### src/rtl/cam_pkg.sv
// Shared types and defaults for the CAM event queue slice.
package cam_pkg;

    localparam int unsigned CAM_DEPTH_LOG2 = 4;
    localparam int unsigned CAM_DROP_W     = 16;
    localparam int unsigned CAM_WORD_W     = 32;
    localparam int unsigned CAM_SEQ_W      = 4;

    typedef logic [CAM_WORD_W-1:0] cam_word_t;

    // Event word with its top nibble repurposed as a push sequence tag
    typedef struct packed {
        logic [CAM_SEQ_W-1:0]            seq;
        logic [CAM_WORD_W-CAM_SEQ_W-1:0] payload;
    } cam_tagged_t;

    typedef enum logic [1:0] {
        S_IDLE,
        S_ISSUE,
        S_HOLD
    } state_t;

endpackage

### src/rtl/cam_sync_fifo.sv
// Single-clock FIFO with separate occupancy counter; the caller owns overflow policy.
module cam_sync_fifo
    import cam_pkg::*;
#(
    parameter int unsigned DEPTH_LOG2 = CAM_DEPTH_LOG2
) (
    input  logic                clk_i,
    input  logic                rst_n,
    input  logic                push,
    input  cam_word_t           wdata,
    input  logic                pop,
    output cam_word_t           rdata,
    output logic [DEPTH_LOG2:0] level
);

    localparam int unsigned DEPTH = 1 << DEPTH_LOG2;
    localparam int unsigned LVL_W = DEPTH_LOG2 + 1;

    cam_word_t             mem [DEPTH];
    logic [DEPTH_LOG2-1:0] wr_ptr;
    logic [DEPTH_LOG2-1:0] rd_ptr;

    always_ff @(posedge clk_i or negedge rst_n) begin
        if (!rst_n) begin
            wr_ptr <= '0;
            rd_ptr <= '0;
            level  <= '0;
        end else begin
            if (push) wr_ptr <= wr_ptr + DEPTH_LOG2'(1);
            if (pop)  rd_ptr <= rd_ptr + DEPTH_LOG2'(1);
            case ({push, pop})
                2'b10:   level <= level + LVL_W'(1);
                2'b01:   level <= level - LVL_W'(1);
                default: level <= level;
            endcase
        end
    end

    // Storage needs no reset: level gates every read
    always_ff @(posedge clk_i) begin
        if (push) mem[wr_ptr] <= wdata;
    end

    assign rdata = mem[rd_ptr];

endmodule

### src/rtl/cam_event_queue.sv
// Event FIFO feeding the CAM-port serializer, paced against its busy flag.
// Optional: define CAM_EVENT_QUEUE_SEQ_EN to tag bits [31:28] of accepted words with a push sequence number.
module cam_event_queue
    import cam_pkg::*;
#(
    parameter int unsigned DEPTH_LOG2 = CAM_DEPTH_LOG2,
    parameter int unsigned DROP_W     = CAM_DROP_W
) (
    input  logic                clk_i,
    input  logic                rst_n,
    input  logic                ev_valid_i,
    input  logic [31:0]         ev_data_i,
    input  logic                ser_busy_i,
    output logic                ser_wr_o,
    output logic [31:0]         ser_data_o,
    output logic [DEPTH_LOG2:0] level_o,
    output logic                overflow_o,
    output logic [DROP_W-1:0]   drop_count_o,
    input  logic                clr_overflow_i
);

    localparam int unsigned DEPTH = 1 << DEPTH_LOG2;
    localparam int unsigned LVL_W = DEPTH_LOG2 + 1;

    state_t    state;
    state_t    state_d;
    logic      ser_wr_d;
    cam_word_t ser_data_d;
    cam_word_t head;
    cam_word_t push_word;
    logic      pop_c;
    logic      push_c;
    logic      drop_c;
    logic      full_c;

    cam_sync_fifo #(
        .DEPTH_LOG2(DEPTH_LOG2)
    ) u_fifo (
        .clk_i(clk_i),
        .rst_n(rst_n),
        .push (push_c),
        .wdata(push_word),
        .pop  (pop_c),
        .rdata(head),
        .level(level_o)
    );

    // Drain FSM: pop, strobe for one cycle, then skip the cycle where busy still reflects the old write
    always_comb begin
        state_d    = state;
        ser_wr_d   = 1'b0;
        ser_data_d = ser_data_o;
        pop_c      = 1'b0;
        case (state)
            S_IDLE: begin
                if ((level_o != '0) && !ser_busy_i) begin
                    pop_c      = 1'b1;
                    ser_wr_d   = 1'b1;
                    ser_data_d = head;
                    state_d    = S_ISSUE;
                end
            end
            S_ISSUE: state_d = S_HOLD;
            S_HOLD:  state_d = S_IDLE;
            default: state_d = S_IDLE;
        endcase
    end

    always_ff @(posedge clk_i or negedge rst_n) begin
        if (!rst_n) begin
            state      <= S_IDLE;
            ser_wr_o   <= 1'b0;
            ser_data_o <= '0;
        end else begin
            state      <= state_d;
            ser_wr_o   <= ser_wr_d;
            ser_data_o <= ser_data_d;
        end
    end

    // A full FIFO still accepts when the head leaves in the same cycle
    always_comb begin
        full_c = (level_o == LVL_W'(DEPTH));
        push_c = ev_valid_i && (!full_c || pop_c);
        drop_c = ev_valid_i && !push_c;
    end

`ifdef CAM_EVENT_QUEUE_SEQ_EN
    logic [CAM_SEQ_W-1:0] seq_q;
    cam_tagged_t          tagged_c;

    always_comb begin
        tagged_c.seq     = seq_q;
        tagged_c.payload = ev_data_i[CAM_WORD_W-CAM_SEQ_W-1:0];
        push_word        = cam_word_t'(tagged_c);
    end

    // Only accepted pushes advance the tag, so drops show up as a count, not a tag gap
    always_ff @(posedge clk_i or negedge rst_n) begin
        if (!rst_n) begin
            seq_q <= '0;
        end else if (push_c) begin
            seq_q <= seq_q + CAM_SEQ_W'(1);
        end
    end
`else
    assign push_word = ev_data_i;
`endif

    // Clear takes effect first, so a drop in the same cycle counts as one
    always_ff @(posedge clk_i or negedge rst_n) begin
        if (!rst_n) begin
            overflow_o   <= 1'b0;
            drop_count_o <= '0;
        end else if (clr_overflow_i) begin
            overflow_o   <= drop_c;
            drop_count_o <= DROP_W'(drop_c);
        end else if (drop_c) begin
            overflow_o <= 1'b1;
            if (drop_count_o != '1) drop_count_o <= drop_count_o + DROP_W'(1);
        end
    end

endmodule

### config.mk
export PLATFORM = sky130hd
export DESIGN_NAME = cam_event_queue
export DESIGN_NICKNAME = d
export VERILOG_FILES = /design/src/rtl/cam_pkg.sv /design/src/rtl/cam_sync_fifo.sv /design/src/rtl/cam_event_queue.sv
export SDC_FILE = /design/constraint.sdc
export NUM_CORES = 1
export LEC_CHECK = 0
export ABC_AREA = 0
export CAP_MARGIN = 10
export CORE_ASPECT_RATIO = 1.2
export CORE_MARGIN = 1.5
export CORE_UTILIZATION = 45
export CTS_BUF_LIST = sky130_fd_sc_hd__clkbuf_2 sky130_fd_sc_hd__clkbuf_4 sky130_fd_sc_hd__clkbuf_8
export DETAILED_ROUTE_END_ITERATION = 10
export PLACE_DENSITY = 0.72
export SYNTH_ARGS = -nofsm -noshare
export SYNTH_HDL_FRONTEND = slang
export SYNTH_SLANG_ARGS = --single-unit
### constraint.sdc
create_clock -name clk_i -period 5.03 [get_ports clk_i]
set_clock_uncertainty 0.05 [all_clocks]
set_input_delay 1.006 -clock clk_i [delete_from_list [all_inputs] [get_ports clk_i]]
set_output_delay 1.006 -clock clk_i [all_outputs]
set_load 0.005 [all_outputs]
**Yosys cells after proc, flatten, opt, wreduce, memory -nomap -nowiden**

Memory sizes are Yosys's and may differ from the RTL's. A register that Yosys moved wholly into a read port is not among the register bits.
Cells that the tools add are included.
W data, S select, Z words.

- Flip-flop bits (word level): 33
- Logic and storage cells: 46
- Memories kept: 1
- RAM bits: 512

- Reduce and logical (&&, ||, !) cells: 15
- Eq/ne operators: 6
- Muxes and demuxes: 12
- Add/subtract/negate cells: 5

Memories:

| name | depth | bits a word | rd ports | clocked after Yosys merged registers in | wr ports | line | source |
|---|---|---|---|---|---|---|---|
| u_fifo.mem | 16 | 32 | 1 | 1 | 1 | cam_sync_fifo.sv:19 | `cam_word_t mem [DEPTH];` |

Operators with widths:

| operator | count |
|---|---|
| $mux W16 | 3 |
| $add A16 B1 Y16 const B | 1 |
| $ne A16 B16 Y1 const B | 1 |
| $pmux W5 S2 | 1 |
| $add A4 B1 Y4 const B | 2 |
| $mux W1 | 6 |
| $reduce_bool A2 Y1 | 3 |
| $add A5 B1 Y5 const B | 1 |
| $eq A5 B5 Y1 const B | 1 |
| $reduce_bool A5 Y1 | 1 |
| $sub A5 B1 Y5 const B | 1 |
| $eq A2 B1 Y1 const B | 2 |
| $logic_not A1 Y1 | 4 |
| $pmux W2 S2 | 1 |
| $reduce_and A2 Y1 | 2 |
| $logic_and A1 B1 Y1 | 3 |
| $eq A2 B2 Y1 const B | 1 |
| $logic_not A2 Y1 | 1 |
| $mux W2 | 1 |
| $ne A2 B2 Y1 const B | 1 |
| $logic_or A1 B1 Y1 | 1 |

**Depth between registers and ports, before layout**

- Word-level depth: 10
- Depth in mapped cells: 11
- Mapped depth without buffers: 10

**Modules after synthesis**

A second synthesis with hierarchy kept.

- Cell total of the unflattened synthesis: 1114
- Area total of the unflattened synthesis: 22200.0 um^2

Modules (own cells, without submodules):

| module | times used | cells an instance | area an instance (um^2) |
|---|---|---|---|
| cam_sync_fifo | 1 | 873 | 19971.7 |
| cam_event_queue | 1 | 241 | 2228.4 |

**Worst setup path after synthesis**

No wires, ideal clock.

- Path kind: input -> register
- Start point: input ser_busy_i
- End point: memory u_fifo.mem[10][0] (netlist bit) (enable)
- Library setup time: 0.421 ns
- Path buffers: 1
- Slack: 1.258 ns
- Data required time: 4.559 ns
- Arrival: 3.301 ns
- Stages on the path: 5
- Cells stage by stage: nor3_1 o21a_1 clkbuf_1 nand3b_1 nor2_1

- Longest elaborated chain between the ends: 8

Ends and longest elaborated chain:

| what | line | source |
|---|---|---|
| start: declaration | cam_event_queue.sv:13 | `input logic ser_busy_i,` |
| $logic_not A1 Y1 | cam_event_queue.sv:56 | `if ((level_o != '0) && !ser_busy_i) begin` |
| $logic_and A1 B1 Y1 | cam_event_queue.sv:56 |  |
| $mux W1 | cam_event_queue.sv:56 |  |
| $mux W1 | cam_event_queue.sv:54 | `case (state)` |
| $logic_or A1 B1 Y1 | cam_event_queue.sv:84 | `push_c = ev_valid_i && (!full_c \|\| pop_c);` |
| $logic_and A1 B1 Y1 | cam_event_queue.sv:84 |  |
| $mux W1 | cam_sync_fifo.sv:41 | `if (push) mem[wr_ptr] <= wdata;` |
| $mux W1 (implied by the code) | cam_sync_fifo.sv:41 |  |
| end: declaration | cam_sync_fifo.sv:19 |  |

Every way passes these cells.

**Final worst setup path**

- Start point: input ser_busy_i
- End point: memory u_fifo.mem[3][25] (netlist bit) (enable)

Same word-level chain as after synthesis.

==> metrics.md <==
| Metric | Value |
|---|---|
| Pre-Repair DR Iteration Count | 5 |
| Setup bufs post-CTS | 0 |
| Vias/cell | ~5.7 |
| CTS H-tree lvls | 3 |
| Number of synthesized flops with an enable pin | roughly 510 |
| Combinational share of power | 26.4% |
| Total gr overflow | 0 |
| Top-count cell post-synth | edfxtp_1 |
| Asr flop ratio synth | a little under an eighth |
| Synth top area cells | edfxtp_1, mux4_2, dfrtp_1, o22ai_1, mux2_2 |
| Crit-path max FO | 24 |
| Core Area | between 40000 and 50000 um2 |
| TritonCTS Sinks | between 500 and 600 |
| Synth cell count leaders | edfxtp_1, mux4_2, dfrtp_1, o22ai_1 |
| Chip height | around 250 um |
| Peak VDD IR | a little over 0.0004 V |
| Seq/Total Area, Yosys | just under 80% |
| # IOs | slightly above 90 |
| Detailed Place HPWL | 26.9 mm |
| Min Hold Slack | about 0.42 ns |
| Net Sw Frac | roughly 29% |
| Fmax | roughly 280 MHz |
| Die Wd | about 210 um |
| Worst slew pin tran | ~0.99 ns |
| Max Transition Viols Final | 0 |
| Clock Power Share | ~28% |
| Syn. warnings | 0 |
| Fin Setup TNS | 0 ns |
| RSZ-0062 raised after global routing | no |
| Crit path max-delay cell type | and2_2 |
| Cell count after synthesis | 1046 |
| Gates resized, CTS repair | 0 |
| Critical Path Start | ser_busy_i |
| CTS tree | built |
| CP Launch Type | primary input |
| DIE AREA | 50500 um2 |
| Switch Pwr | 3940 uW |
| Worst-Skew Late Latency | roughly 0.66 ns |
| Critical path type | in -> reg |
| Drt total wl | between 40 and 50 mm |
| Post-Syn Area | 22100 um2 |
| Final Setup Violations | 0 |
| Worst endpoint required time | about 5.3 ns |
| Port Buf Inserts | between 90 and 100 |
| Max cap viols | 0 |
| Status | completed |
| GP Congestion | 0.764 |
| Worst r2r src | state[1] |
| Layout cells sized above 1 | approximately 28% |
| CTS Buffer Depth | 3 |
| Num CTS Buffers | 85 |
| Sequential share of power | a little under half |
| Routed vias | 10700 |
| WP data arrival | roughly 3.8 ns |
| CP Cell Sequence | clkdlybuf4s50_1 > nor3_1 > o21a_1 > nor3b_1 > and2_2 > buf_4 |
| Number of distinct library cells after synthesis | 48 |
| Initial DRC Count | 1047 |
| Post-route ant nets | 0 |
| Total GRT Usage | 18.4% |
| Max Used Layer | met4 |
| Crit-path leading delay family | simple AND/OR/NAND/NOR gates |
| Crit end category | flop |
| Min Tclk post-route | about 3.5 ns |
| Nets | between 1000 and 1500 |
| WP buf/inv | 2 |
| DRC | 0 |
| Dominant synthesized flop cell | edfxtp_1 |
| Root Driver | clkbuf_8 |
| Final-layout fill cell count | 3657 |
| Final Hold Fails | 0 |
| Max incr delay on CP | around 0.66 ns |
| Yosys top cell area share | a little over two thirds |
| Synth Net Count | 1093 |
| Global-route wire length before repair | between 60 and 70 mm |
| Leak Pwr | 0.00824 uW |
| Tcrit/Tclk final | 69.9% |
| Initial antenna violation count | 1 |
| Avg WL per Cell | between 20 and 25 um |
| Vias in the first global route | approximately 11000 |
| Hold_buf cts | 0 |
| PwrDens | about 530 nW/um2 |
| Multi-input gate area | approximately 4800 um2 |
| Hold Path Class | reg -> reg |
| Area grow syn2layout | 16.0% |
| Seq cells post-synth | roughly 580 |
| Routed wl met3 | approximately 2.4 mm |
| Routed wl met2 | between 20 and 25 mm |
| Largest net degree at the start of global routing | between 70 and 80 |
| Syn Area/Cell | 21.1 um2 |
| Storage cell area | ~17000 um2 |
| Max_slew headroom | between 30% and 40% |
| Post-synth top area cell | edfxtp_1 |
| Reg clk slew, reported paths | about 0.060 ns |
| Met1 Wirelength | around 18 mm |
| Internal power | 9780 uW |
| Initial Util | a little under half |
| Worst Hold Launch | state[1] |
| Site row count | 88 |
## worst paths after layout
check | cells past startpoint | slack, ns | endpoint
max | 6 | 1.52 | u_fifo.mem[3][25]
min | 1 | 0.42 | state[1]
max reg2reg | 5 | 1.90 | u_fifo.mem[3][25]
min reg2reg | 1 | 0.42 | state[1]
max in group asynchronous | 1 | 3.72 | u_fifo.rd_ptr[1]
min in group asynchronous | 1 | 0.47 | ser_data_o[4]
## final cells by class
type                    instances  share of cell area [%]
well taps                     630                    3.07
clock buffers                 123                    5.94
flip-flops and latches        577                    66.3
repair buffers                115                    4.63
diodes                          1                 0.00976
multi-input cells             396                    18.9
inverters                      16                   0.234
clock inverters                34                   0.888
## cell families (layout without fill, tap and decap cells)
group	count (synthesis)	count (layout)	synth area share [%]
AND/OR/NAND/NOR	75	75	1.90
buffers and inverters	73	288	1.41
flip-flops	577	577	76.9
adder cells (fa/ha/maj)	10	10	0.600
other	0	1	0
AO/OA/AOI/OAI	123	123	3.36
XOR/XNOR	23	23	0.911
multiplexers	165	165	14.9
## flip-flops by register name (all words and copies together), names as in the netlist
signal / cells
u_fifo.mem: 512
ser_data_o: 32
overflow_o: 1
ser_wr_o: 1
u_fifo.wr_ptr: 4
drop_count_o: 16
state: 2
u_fifo.level: 5
u_fifo.rd_ptr: 4
## cell usage in the layout (no fill, tap or decap), types with 15 or more instances in the layout
cell type and instances:
edfxtp_1 512, clkinv_1 18, inv_1 15, clkdlybuf4s50_1 90, mux4_2 128, clkbuf_8 96, a21oi_1 33, dfrtp_1 62
mux2_2 33, o22ai_1 65, clkbuf_4 27, xnor2_1 22, buf_4 17
## worst reg2reg max path, cell delays in order (launching register included)
cell	delay, ns
dfrtp_1	0.40
nor3_1	0.55
o21a_1	0.50
nor3b_1	0.38
and2_2	0.66
buf_4	0.32
## power by group through the flow
stage	logic (uW)	clock network, uW	registers, uW
after floorplan	2610	0	6110
after global placement	3630	0	6370
after detailed placement	3680	0	6390
after CTS	3700	3900	6300
after global routing	3880	4080	6360
final	3630	3800	6290
## through the flow
stage	power [uW]	util (%)	instance area, um2	setup WS [ns]	instances
2_1_floorplan	8730	-	22100	1.26	1046
3_3_place_gp	10000	49.4	23900	0.890	1734
3_5_place_dp	10100	49.4	23900	0.790	1734
4_1_cts	13900	53.1	25600	1.49	1891
5_1_grt	14300	53.1	25700	1.30	1892
6_report	13700	53.1	25700	1.52	1892
## layer usage
metal,global-route usage [%],vias up
li1,-,4646
met1,23.6,5639
met2,31.3,343
met3,3.38,73
met4,7.13,0
met5,0,-
(Power assumes the default switching activity.)
